===== src/rtl/apb_master_bridge.sv =====
// apb_master_bridge: single-request APB requester with slave decode and wait-state timeout
module apb_master_bridge #(
  parameter int NUM_SLAVES  = 2,
  parameter int SLV_SEL_LSB = 8,
  parameter int TIMEOUT     = 16
) (
  input  logic                     p_clk,
  input  logic                     p_reset,
  input  logic                     req_valid,
  output logic                     req_ready,
  input  logic                     req_write,
  input  logic [31:0]              req_addr,
  input  logic [31:0]              req_wdata,
  input  logic [3:0]               req_strb,
  output logic                     rsp_valid,
  output logic [31:0]              rsp_rdata,
  output logic                     rsp_err,
  output logic [31:0]              p_addr,
  output logic [NUM_SLAVES-1:0]    p_sel,
  output logic [NUM_SLAVES-1:0]    p_enable,
  output logic                     p_write,
  output logic [31:0]              p_wdata,
  output logic [3:0]               p_strb,
  input  logic [NUM_SLAVES*32-1:0] p_rdata,
  input  logic [NUM_SLAVES-1:0]    p_ready,
  input  logic [NUM_SLAVES-1:0]    p_slverr
);
  typedef enum logic [1:0] {IDLE, SETUP, ACCESS, RESP} state_t;
  localparam int CW = $clog2(TIMEOUT) + 1;
  state_t state, state_next;
  logic [CW-1:0] cnt;
  logic [3:0] idx, req_idx;
  logic [NUM_SLAVES-1:0] onehot;
  logic [31:0] sel_rdata;
  logic sel_ready, sel_err, accept, decode_ok, timeout;
  assign req_idx   = req_addr[SLV_SEL_LSB+3:SLV_SEL_LSB];
  assign decode_ok = {28'd0, req_idx} < NUM_SLAVES;
  assign req_ready = (state == IDLE) && !p_reset;
  assign accept    = req_valid && req_ready;
  assign onehot    = NUM_SLAVES'(1) << idx;
  assign timeout   = cnt == CW'(TIMEOUT - 1);
  assign sel_ready = |(p_ready & onehot);
  assign sel_err   = |(p_slverr & onehot);
  assign p_sel     = (state == SETUP || state == ACCESS) ? onehot : '0;
  assign p_enable  = (state == ACCESS) ? onehot : '0;
  assign rsp_valid = state == RESP;
  always_comb begin
    sel_rdata = '0;
    for (int i = 0; i < NUM_SLAVES; i++)
      if (onehot[i]) sel_rdata = p_rdata[32*i +: 32];
  end
  always_comb begin
    state_next = state;
    case (state)
      IDLE:    state_next = accept ? (decode_ok ? SETUP : RESP) : IDLE;
      SETUP:   state_next = ACCESS;
      ACCESS:  state_next = (sel_ready || timeout) ? RESP : ACCESS;
      default: state_next = IDLE;
    endcase
  end
  always_ff @(posedge p_clk) begin
    if (p_reset) begin
      state     <= IDLE;
      cnt       <= '0;
      idx       <= '0;
      p_addr    <= '0;
      p_write   <= 1'b0;
      p_wdata   <= '0;
      p_strb    <= '0;
      rsp_rdata <= '0;
      rsp_err   <= 1'b0;
    end else begin
      state <= state_next;
      cnt   <= (state == ACCESS) ? cnt + CW'(1) : '0;
      if (accept) begin
        idx     <= req_idx;
        p_addr  <= req_addr;
        p_write <= req_write;
        p_wdata <= req_wdata;
        p_strb  <= req_write ? req_strb : 4'b0000;
        if (!decode_ok) begin
          rsp_rdata <= '0;
          rsp_err   <= 1'b1;
        end
      end
      // ready wins over timeout when both land in the final ACCESS cycle
      if (state == ACCESS && sel_ready) begin
        rsp_rdata <= p_write ? 32'd0 : sel_rdata;
        rsp_err   <= sel_err;
      end else if (state == ACCESS && timeout) begin
        rsp_rdata <= '0;
        rsp_err   <= 1'b1;
      end
    end
  end
endmodule


===== config.mk =====
export PLATFORM = sky130hd
export DESIGN_NAME = apb_master_bridge
export DESIGN_NICKNAME = d
export VERILOG_FILES = /design/src/rtl/apb_master_bridge.sv
export SDC_FILE = /design/constraint.sdc
export NUM_CORES = 1
export LEC_CHECK = 0
export ABC_AREA = 1
export CORE_ASPECT_RATIO = 1.4
export CORE_MARGIN = 2
export CORE_UTILIZATION = 39
export DETAILED_ROUTE_END_ITERATION = 10
export GPL_TIMING_DRIVEN = 0
export PLACE_DENSITY = 0.79
export REMOVE_ABC_BUFFERS = 1
export SLEW_MARGIN = 10
export SYNTH_ARGS = -nofsm -noshare
export SYNTH_HDL_FRONTEND = slang
export SYNTH_SLANG_ARGS = --single-unit

===== constraint.sdc =====
create_clock -name p_clk -period 2.2 [get_ports p_clk]
set_input_delay 0.33 -clock p_clk [delete_from_list [all_inputs] [get_ports p_clk]]
set_output_delay 0.33 -clock p_clk [all_outputs]
set_load 0.05 [all_outputs]

Word level (Yosys, flattened, before mapping)
Cells that the tools add are included.
{"block": "word_totals", "ff_bits": 113, "out_inout_bits": 108, "input_bits": 140}
{"block": "op_classes", "eq_ne": 5, "muxes": 18, "n_shift": 1, "bitwise": 3, "n_addsub": 1, "magnitude_cmp": 1, "reduce_logical": 13}
{"operator": "two-way mux 32 bit", "count": 7}
{"operator": "two-way mux 2 bit", "count": 4}
{"operator": "one-hot mux 2 bit (3 select lines)", "count": 1}
{"operator": "OR reduction 2 bit", "count": 3}
{"operator": "adder 5 x 1 -> 5 bit, second input constant", "count": 1}
{"operator": "equality test 5 x 4 -> 1 bit, second input constant", "count": 1}
{"operator": "two-way mux 1 bit", "count": 5}
{"operator": "bitwise AND 2 bit", "count": 2}
{"operator": "equality test 2 bit, second input constant", "count": 2}
{"operator": "logical AND 1 bit", "count": 4}
{"operator": "< comparator 4 x 2 -> 1 bit, second input constant", "count": 1}
{"operator": "two-way mux 4 bit", "count": 1}
{"operator": "<< shifter 1 x 4 -> 2 bit, first input constant", "count": 1}
{"operator": "!= test 3 x 1 -> 1 bit, second input constant", "count": 1}
{"operator": "nonzero test 3 bit", "count": 1}
{"operator": "equality test 2 x 1 -> 1 bit, second input constant", "count": 1}
{"operator": "logical NOT 2 bit", "count": 1}
{"operator": "logical OR 1 bit", "count": 2}
{"operator": "AND reduction 2 bit", "count": 1}
{"operator": "logical NOT 1 bit", "count": 1}
{"operator": "NOT 1 bit", "count": 1}

Longest topological paths before layout
Gate-level depths: netlist (run 1).
{"block": "depth", "ltp_word": 6, "depth_mapped": 9}

Worst setup path after synthesis (run 1)
OpenSTA, ideal clock, no wires.
{"block": "synth_timing", "path_type": "reg-to-output", "from": "register, netlist name p_addr[8]", "to": "output port p_enable[1]", "t_arrival_ns": 1.879, "path_slack_ns": -0.009, "path_stages_with_launch": 6, "path_buffers": 1, "path_cell_list": "dfxtp_1 inv_2 nor2_4 buf_2 nand2_1 nor2_1"}
{"element": "end: declaration", "line_no": "20", "text": "output logic [NUM_SLAVES-1:0] p_enable,"}

Worst setup path after layout (run 1)
{"block": "layout_timing", "from": "register p_addr[9]", "to": "output port p_addr[9]"}
{"element": "start: declaration", "line_no": "18", "text": "output logic [31:0] p_addr,"}
{"element": "start signal: assignment", "line_no": "77", "text": "p_addr <= req_addr;"}
No word-level cell between the ends.

==> metrics, run 1 <==
FFs w/ async S/R, synth 0%; peak supply drop 0.000447 V; # hold bufs at CTS 0; Routed WL roughly 16000 µm; top_reg_cell synth dfxtp_1; Clk pwr share between 20 and 30%; DRC Markers 0; fin util approximately two thirds; most frequent cell after synthesis nand2_1; largest buffer count on any clock path 2; Die ar. roughly 13000 µm²; maxcap violations 0; switching part of the total power 34.4%; first-pass GRT wire length approximately 24000 µm; Synth Area in Compound Gates 15.6%; Finish-stage setup viols 0; post-place instance area 7010 µm²; top cell type's share of synthesized area between 40% and 50%; Synth Area in Adders under 10%; htree depth 3; # clock sinks ~110; Post-synth EDFFs 0; Layout Skew between 0.009 and 0.01 ns; Synth Area in XOR/XNOR 0%; Worst-Margin Slew 0.861 ns; final slew viol count 0; design area around 7400 µm²; Area growth, synth to finish 62.4%; Worst-Skew Late Latency 0.34 ns; Placer Congestion about 0.75; top cell type by total area after synthesis dfxtp_1; Hold WS 0.439 ns; total gr overflow 0; DRT iter0 DRCs about 160; endpoint class of the critical path output port; CP top delay family buffers and inverters; Core Box Area approximately 11000 µm²; Clock Pin Slew Worst Setup and Hold Paths about 0.07 ns; Crit Path Max Fanout 6; library cells used by synthesis 24; ANT cells 0; critical path start-end classification flip-flop to output port; vias in the first global route between 4000 and 5000; post-DP HPWL approximately 10000 µm; Initial Util about two fifths; slowest CP cell clkdlybuf4s50_1; WL per Instance ~16 µm; largest cells by area after synthesis dfxtp_1, nand2_1, nand3_1; GRT Util Overall 23.8%; sequential share of power about two fifths; status finished, final reports clean; CP startpoint kind flip-flop; Fillers 980; root buffer cell clkbuf_16; register bit total from synthesis approximately 110; site row count 46; largest net degree at the start of global routing slightly below 70; post-route ant nets 0; Post-Synth Simple-Gate Area between 20% and 30%; detailed-route via count 5098; Die Height 132 µm; initial antenna violation count 0; mux share of post-synthesis cell area 0%; internal power between 3 and 4 mW; Chip Width 95.6 µm; P_sw 1.92 mW; Hold WC Path Type primary input to flip-flop; LEAKAGE about 2.7 nW; fin crit share 97.4%; Initial DRT Pass Iterations 4; largest family of logic cells by synthesized area simple AND/OR/NAND/NOR gates; fmax about 470 MHz; Final Power roughly 5.6 mW; slew margin rel. roughly 43%; syn_area_per_cell approximately 7.4 µm²; Nets 990; Vias per Instance between 5 and 6; warning count from the yosys run 0; Crit path largest cell delay 0.91 ns; PD cells approximately 750 nW/µm²; layout cells sized above 1 5.65%; Synth Cell Area ~4600 µm²; fin crit period around 2.1 ns; WP buf/inv 1; WP data required roughly 1.9 ns; Cells after Synth between 600 and 700; port bufs about 250; RSZ-0062 raised after global routing true; Comb pwr share a little under a third; register area share after synthesis 47.7%; Worst Path Arrival roughly 1.8 ns; CTS tree built; number of buffers created by CTS 9; final hold vios 0; top cell types by occurrence after synthesis nand2_1, dfxtp_1, nand3_1; placed cell count 963; Final Instance Count excl. Fillers 994; number of top-level pins 248; CP Cell Sequence clkdlybuf4s50_1
## registers in the layout (all words and copies together), names as in the netlist
name,cells
cnt,5
p_addr,32
p_strb,4
p_wdata,32
p_write,1
rsp_err,1
rsp_rdata,32
state,2
## cell families after synthesis
kind of cell | Yosys count
AO/OA/AOI/OAI | 140
adder cells (fa/ha/maj) | 5
buffers and inverters | 66
flip-flops | 109
AND/OR/NAND/NOR | 301
## placed cells by master, fill, tap and decap left out, drive strengths merged, types with 3 or more instances in the layout
cell,Yosys,layout
o21ai,66,66
a21oi,72,72
dfxtp,109,109
nand2,178,178
clkinvlp,0,3
buf,33,11
dlygate4sd2,0,4
ha,5,5
clkbuf,18,11
nor2,17,23
inv,15,16
nand3,103,103
clkdlybuf4s50,0,240
## routing by layer
layer	share of wire (%)	routed length (µm)	up-vias	global-route usage, %
li1	-	-	2522	-
met4	0.96	151	0	5.79
met3	12	1950	12	9.78
met2	49	7720	251	42.3
met1	38	5910	2313	25.7
met5	0	0	-	0
## power by group through the flow
stage               combinational, mW  clock, mW  sequential [mW]
floorplan                       0.486          0             2.74
global placement                 1.65          0             2.25
detailed placement               1.67          0             2.26
CTS                              1.73       1.66             2.23
global route                     1.85       1.75             2.24
finish                           1.74       1.62             2.23
## metrics by stage
step	TNS, ns	setup WS [ns]
floorplan	-324.11	-3.92
global placement	-710.26	-8.12
detailed placement	-117.40	-1.31
CTS	0	0.00515
global route	-0.0507	-0.0507
finish	0	0.0567
## area by class of cell
cell class	count	area [µm²]	share of cell area (%)
Timing Repair Buffer	257	2550	34.3
Sequential cell	109	2180	29.4
Multi-Input combinational cell	453	2160	29.0
Clock buffer	9	225	3.03
Tap cell	144	180	2.42
Clock inverter	7	75.1	1.01
Inverter	15	63.8	0.858
## repair_timing
| item | CTS | global route |
|---|---|---|
| pin swaps | 5 | 1 |
| resized for setup | 12 | 5 |
| gates cloned | 6 | 1 |
| buffers inserted | 5 | 3 |
| endpoints found under the setup margin | 110 | 50 |
## path summary, 6_finish.rpt
check	startpoint	slack, ns	depth (start not counted)	endpoint
min	p_reset	0.44	2	rsp_rdata[14]$_SDFFE_PP0P_
min reg2reg	p_strb[3]$_SDFFE_PP0P_	0.47	2	p_strb[3]$_SDFFE_PP0P_
max reg2reg	p_addr[8]$_SDFFE_PP0P_	0.13	8	rsp_err$_SDFFE_PP0P_
max	p_addr[9]$_SDFFE_PP0P_	0.06	1	p_addr[9]
No activity file was read; power rests on OpenSTA's default activity.
==> run 2, diff against run 1 <==
==> constraint.sdc (replaced) <==
create_clock -name p_clk -period 2.15 [get_ports p_clk]
set_input_delay 0.3225 -clock p_clk [delete_from_list [all_inputs] [get_ports p_clk]]
set_output_delay 0.3225 -clock p_clk [all_outputs]
set_load 0.05 [all_outputs]
==> run 2 against run 1 <==
Clock power about the same. Power grew 2.3%. Cell count stayed put. Combinational power up 2%. Setup slack better by 0.026 ns. Critical path type unchanged. Highest routed layer unchanged.
==> metrics, run 2 (synthesized netlist as in run 1, its figures left out) <==
Worst-Margin Slew slightly above 0.8 ns; Initial DRT Pass Iterations 5; detailed-route via count 5122; Layout Skew around 0.0090 ns; Core Box Area 11400 µm²; htree depth 3; Comb pwr share a little under a third; Crit Path Max Fanout 3; slew margin rel. between 40% and 50%; Worst-Skew Late Latency approximately 0.34 ns; Nets between 900 and 1000; RSZ-0062 raised after global routing false; Finish-stage setup viols 0; post-place instance area approximately 7000 µm²; Area growth, synth to finish 62.7%; WP data required between 1.5 and 2 ns; most frequent cells in the layout clkdlybuf4s50_1, nand2_1, dfxtp_1, nand3_1, a21oi_1; Placer Congestion 0.752; fin crit share between 90% and 100%; Die ar. roughly 13000 µm²; Hold WC Path Type primary input to flip-flop; DRC Markers 0; register area ~2200 µm²; Clock Pin Slew Worst Setup and Hold Paths ~0.070 ns; Vias per Instance ~5.2; critical path start-end classification flip-flop to output port; met2 routed WL a little under 8000 µm; largest buffer count on any clock path 2; most common cell after layout, fill and taps aside clkdlybuf4s50_1; Chip Width around 96 µm; ANT cells 0; post-route ant nets 0; WL met1 roughly 5900 µm; sequential share of power 39.9%; multi-input logic area 2160 µm²; vias in the first global route slightly below 5000; peak supply drop ~0.00046 V; root buffer cell clkbuf_16; GRT Util Overall 23.9%; Top Layer Used met4; final hold vios 0; Die Height between 100 and 150 µm; LEAKAGE 2.75 nW; design area roughly 7400 µm²; status finished, final reports clean; DRT iter0 DRCs ~170; CTS tree built; met3 WL between 1500 and 2000 µm; layout cells sized above 1 under 10%; Fillers just under 1000; number of top-level pins roughly 250; Hold WS ~0.43 ns; first-pass GRT wire length roughly 24000 µm; largest net degree at the start of global routing 68; final slew viol count 0; endpoint class of the critical path output port; fmax between 400 and 500 MHz; port bufs around 250; switching part of the total power approximately 34%; TNS Setup 0 ns; # clock sinks ~110; Largest regs p_addr (32), p_wdata (32), rsp_rdata (32); P_sw roughly 2.0 mW; post-DP HPWL about 10000 µm; maxcap violations 0; Final Instance Count excl. Fillers 994; fin crit period 2.07 ns; Worst Path Arrival around 1.8 ns; site row count 46; initial antenna violation count 0; Routed WL around 16000 µm; Initial Util between 40 and 50%; WL per Instance 15.9 µm; number of buffers created by CTS 9; total gr overflow 0; internal power around 3.8 mW; CP startpoint kind flip-flop; PD cells roughly 770 nW/µm²; placed cell count 963; Clk pwr share between 20 and 30%
## run 2: power groups by stage
stage / clock network, mW / registers, mW / logic [mW]
detailed placement: 0 / 2.31 / 1.70
floorplan: 0 / 2.80 / 0.498
global route: 1.79 / 2.30 / 1.90
finish: 1.65 / 2.28 / 1.78
CTS: 1.69 / 2.28 / 1.78
global placement: 0 / 2.31 / 1.69
## run 2: worst paths after layout
check                                             from                          to  slack (ns)  depth (start not counted)
worst max-delay path               state[1]$_SDFF_PP0_                   rsp_valid        0.08                          2
worst min-delay path                           p_reset  rsp_rdata[14]$_SDFFE_PP0P_        0.43                          2
worst max register to register  p_addr[9]$_SDFFE_PP0P_  rsp_rdata[28]$_SDFFE_PP0P_        0.16                          6
worst min register to register  p_strb[3]$_SDFFE_PP0P_      p_strb[3]$_SDFFE_PP0P_        0.47                          2
## run 2: metal layers
layer  track usage [%]  vias to the layer above
met1              25.8                     2337
met4              6.11                        0
met5                 0                        -
met2              42.5                      244
li1                  -                     2529
met3              9.78                       12
## run 2: worst max-delay path, cell delays in order, from the launching register on
cell and delay (ns):
dfxtp_1 0.37, ha_1 0.21, clkdlybuf4s50_1 0.83
## run 2: repair_timing
action | 4_1_cts | 5_1_grt
gates resized for setup | 14 | 11
endpoints found under the hold margin | 0 | 0
hold buffers | 0 | 0
pin swaps | 5 | 1
setup endpoints to repair | 110 | 40
buffers inserted | 5 | 3
cloned | 7 | 0
## run 2: final cells by class
cell class	instances	share of cell area, %
multi-input cells	453	29.0
flip-flops and latches	109	29.3
repair buffers	257	34.4
clock buffers	9	3.02
well taps	144	2.42
inverters	15	0.857
clock inverters	7	1.01
## run 2: metrics by stage
| step | utilization, % | setup WS, ns | total power [mW] |
|---|---|---|---|
| after floorplan | - | -3.96 | 3.30 |
| after global placement | 61.1 | -8.16 | 3.99 |
| after detailed placement | 61.5 | -1.35 | 4.02 |
| after CTS | 65.1 | 0.000341 | 5.75 |
| after global routing | 65.4 | 0.00790 | 5.99 |
| final | 65.4 | 0.0823 | 5.72 |
==> run 3, diff against run 2 <==
--- a/config.mk
+++ b/config.mk
@@ -10,7 +10,6 @@
 export CORE_MARGIN = 2
 export CORE_UTILIZATION = 39
 export DETAILED_ROUTE_END_ITERATION = 10
-export GPL_TIMING_DRIVEN = 0
 export PLACE_DENSITY = 0.79
 export REMOVE_ABC_BUFFERS = 1
 export SLEW_MARGIN = 10
==> run 3 against run 2 <==
Global-route usage decreased by 1.5 points. Utilization rose by 0.44 points. Setup slack better by 0.018 ns. Design area up 0.67%. Sequential share of layout area shrank 0.21 points. Fmax is 0.89% higher. Critical endpoint unchanged. Highest routed layer unchanged.
==> metrics, run 3 (synthesized netlist as in run 1, its figures left out) <==
number of top-level pins 248; CTS tree built; Initial DRT Pass Iterations 5; RSZ-0062 raised after global routing false; Die Height approximately 130 µm; Clk pwr share between 30% and 40%; total gr overflow 0; first-pass GRT wire length ~22000 µm; PD cells slightly below 800 nW/µm²; Worst Path Arrival around 1.7 ns; Largest regs p_addr (32), p_wdata (32), rsp_rdata (32); GRT Util Overall around 22%; # clock sinks between 100 and 150; LEAKAGE 2.71 nW; maxcap violations 0; CP startpoint kind flip-flop; r2r worst-path depth 7; number of buffers created by CTS 9; Initial Util 40.2%; vias in the first global route 4729; Core Box Area 11400 µm²; Clock Pin Slew Worst Setup and Hold Paths roughly 0.07 ns; final hold vios 0; post-route ant nets 0; most common cell after layout, fill and taps aside clkdlybuf4s50_1; post-place instance area roughly 7200 µm²; design area roughly 7500 µm²; Fillers 966; Crit Path Max Fanout 3; internal power about 4 mW; hold depth 1; peak supply drop approximately 0.00045 V; root buffer cell clkbuf_16; slew margin rel. 63.7%; port bufs around 250; Die ar. ~13000 µm²; fmax 488 MHz; Nets roughly 1000; htree depth 3; Routed WL approximately 15000 µm; largest buffer count on any clock path 2; layout cells sized above 1 between 5 and 6%; most frequent cells in the layout clkdlybuf4s50_1, nand2_1, dfxtp_1, nand3_1, a21oi_1; Placer Congestion about 0.78; Hold WC Path Type flip-flop to flip-flop; final slew viol count 0; WL per Instance 15.1 µm; Layout Skew 0.00693 ns; # hold bufs at CTS 0; Worst-Margin Slew 0.543 ns; post-CTS resize count 0; Final Power ~5.8 mW; critical path start-end classification flip-flop to output port; endpoint class of the critical path output port; WP data required ~1.8 ns; post-DP HPWL between 10000 and 15000 µm; detailed-route via count 4986; Comb pwr share a little under a third; sequential share of power around two fifths; setup bufs post-CTS 0; largest net degree at the start of global routing 67; fin crit share between 90% and 100%; switching part of the total power 32.9%; Vias per Instance between 5 and 6; status finished, final reports clean; DRT iter0 DRCs about 140; Area growth, synth to finish 63.8%; Worst-Skew Late Latency 0.34 ns; multi-input logic area just over 2000 µm²; Chip Width roughly 96 µm; fin crit period 2.05 ns; site row count 46; Finish-stage setup viols 0; DRC Markers 0; P_sw around 1.9 mW; register area between 2000 and 2500 µm²; fin util 65.8%; TNS Setup 0 ns; Hold WS around 0.45 ns; ANT cells 0; initial antenna violation count 0
-- run 3: power by group through the flow --
| stage | Sequential [mW] | Combinational (mW) | Clock (mW) |
|---|---|---|---|
| 2_1_floorplan | 2.80 | 0.498 | 0 |
| 5_1_grt | 2.28 | 1.91 | 1.84 |
| 3_5_place_dp | 2.31 | 1.79 | 0 |
| 6_report | 2.27 | 1.79 | 1.75 |
| 3_3_place_gp | 2.31 | 1.77 | 0 |
| 4_1_cts | 2.27 | 1.80 | 1.78 |
-- run 3: routing by layer --
metal  vias up  track usage [%]  routed length, µm
met2       245             38.8               7060
met3        22             8.98               1860
met4         0             7.78                330
li1       2506                -                  -
met5         -                0                  0
met1      2213             24.3               5680
-- run 3: final cells by class --
class                   count  share of cell area (%)
clock buffers              10                    3.05
repair buffers            261                    35.8
well taps                 144                    2.40
flip-flops and latches    109                    29.1
multi-input cells         446                    27.7
clock inverters             6                    1.17
inverters                  15                   0.751
-- run 3: worst paths after layout --
path                           from                        end  slack [ns]
max             state[1]$_SDFF_PP0_                  rsp_valid        0.10
min               cnt[0]$_SDFF_PP0_          cnt[0]$_SDFF_PP0_        0.45
max reg2reg  p_addr[8]$_SDFFE_PP0P_  rsp_rdata[6]$_SDFFE_PP0P_        0.40
min reg2reg       cnt[0]$_SDFF_PP0_          cnt[0]$_SDFF_PP0_        0.45
-- run 3: worst max-delay path, cell delays in order, from the launching register on --
cell	delay (ns)
dfxtp_1	0.36
ha_1	0.21
clkdlybuf4s50_1	0.82
-- run 3: per-stage QoR --
stage | cells | setup WS [ns]
after CTS | 991 | 0.0769
after detailed placement | 975 | 0.182
after global routing | 991 | 0.0496
after global placement | 975 | 0.242
final | 991 | 0.100
after floorplan | 570 | -3.96
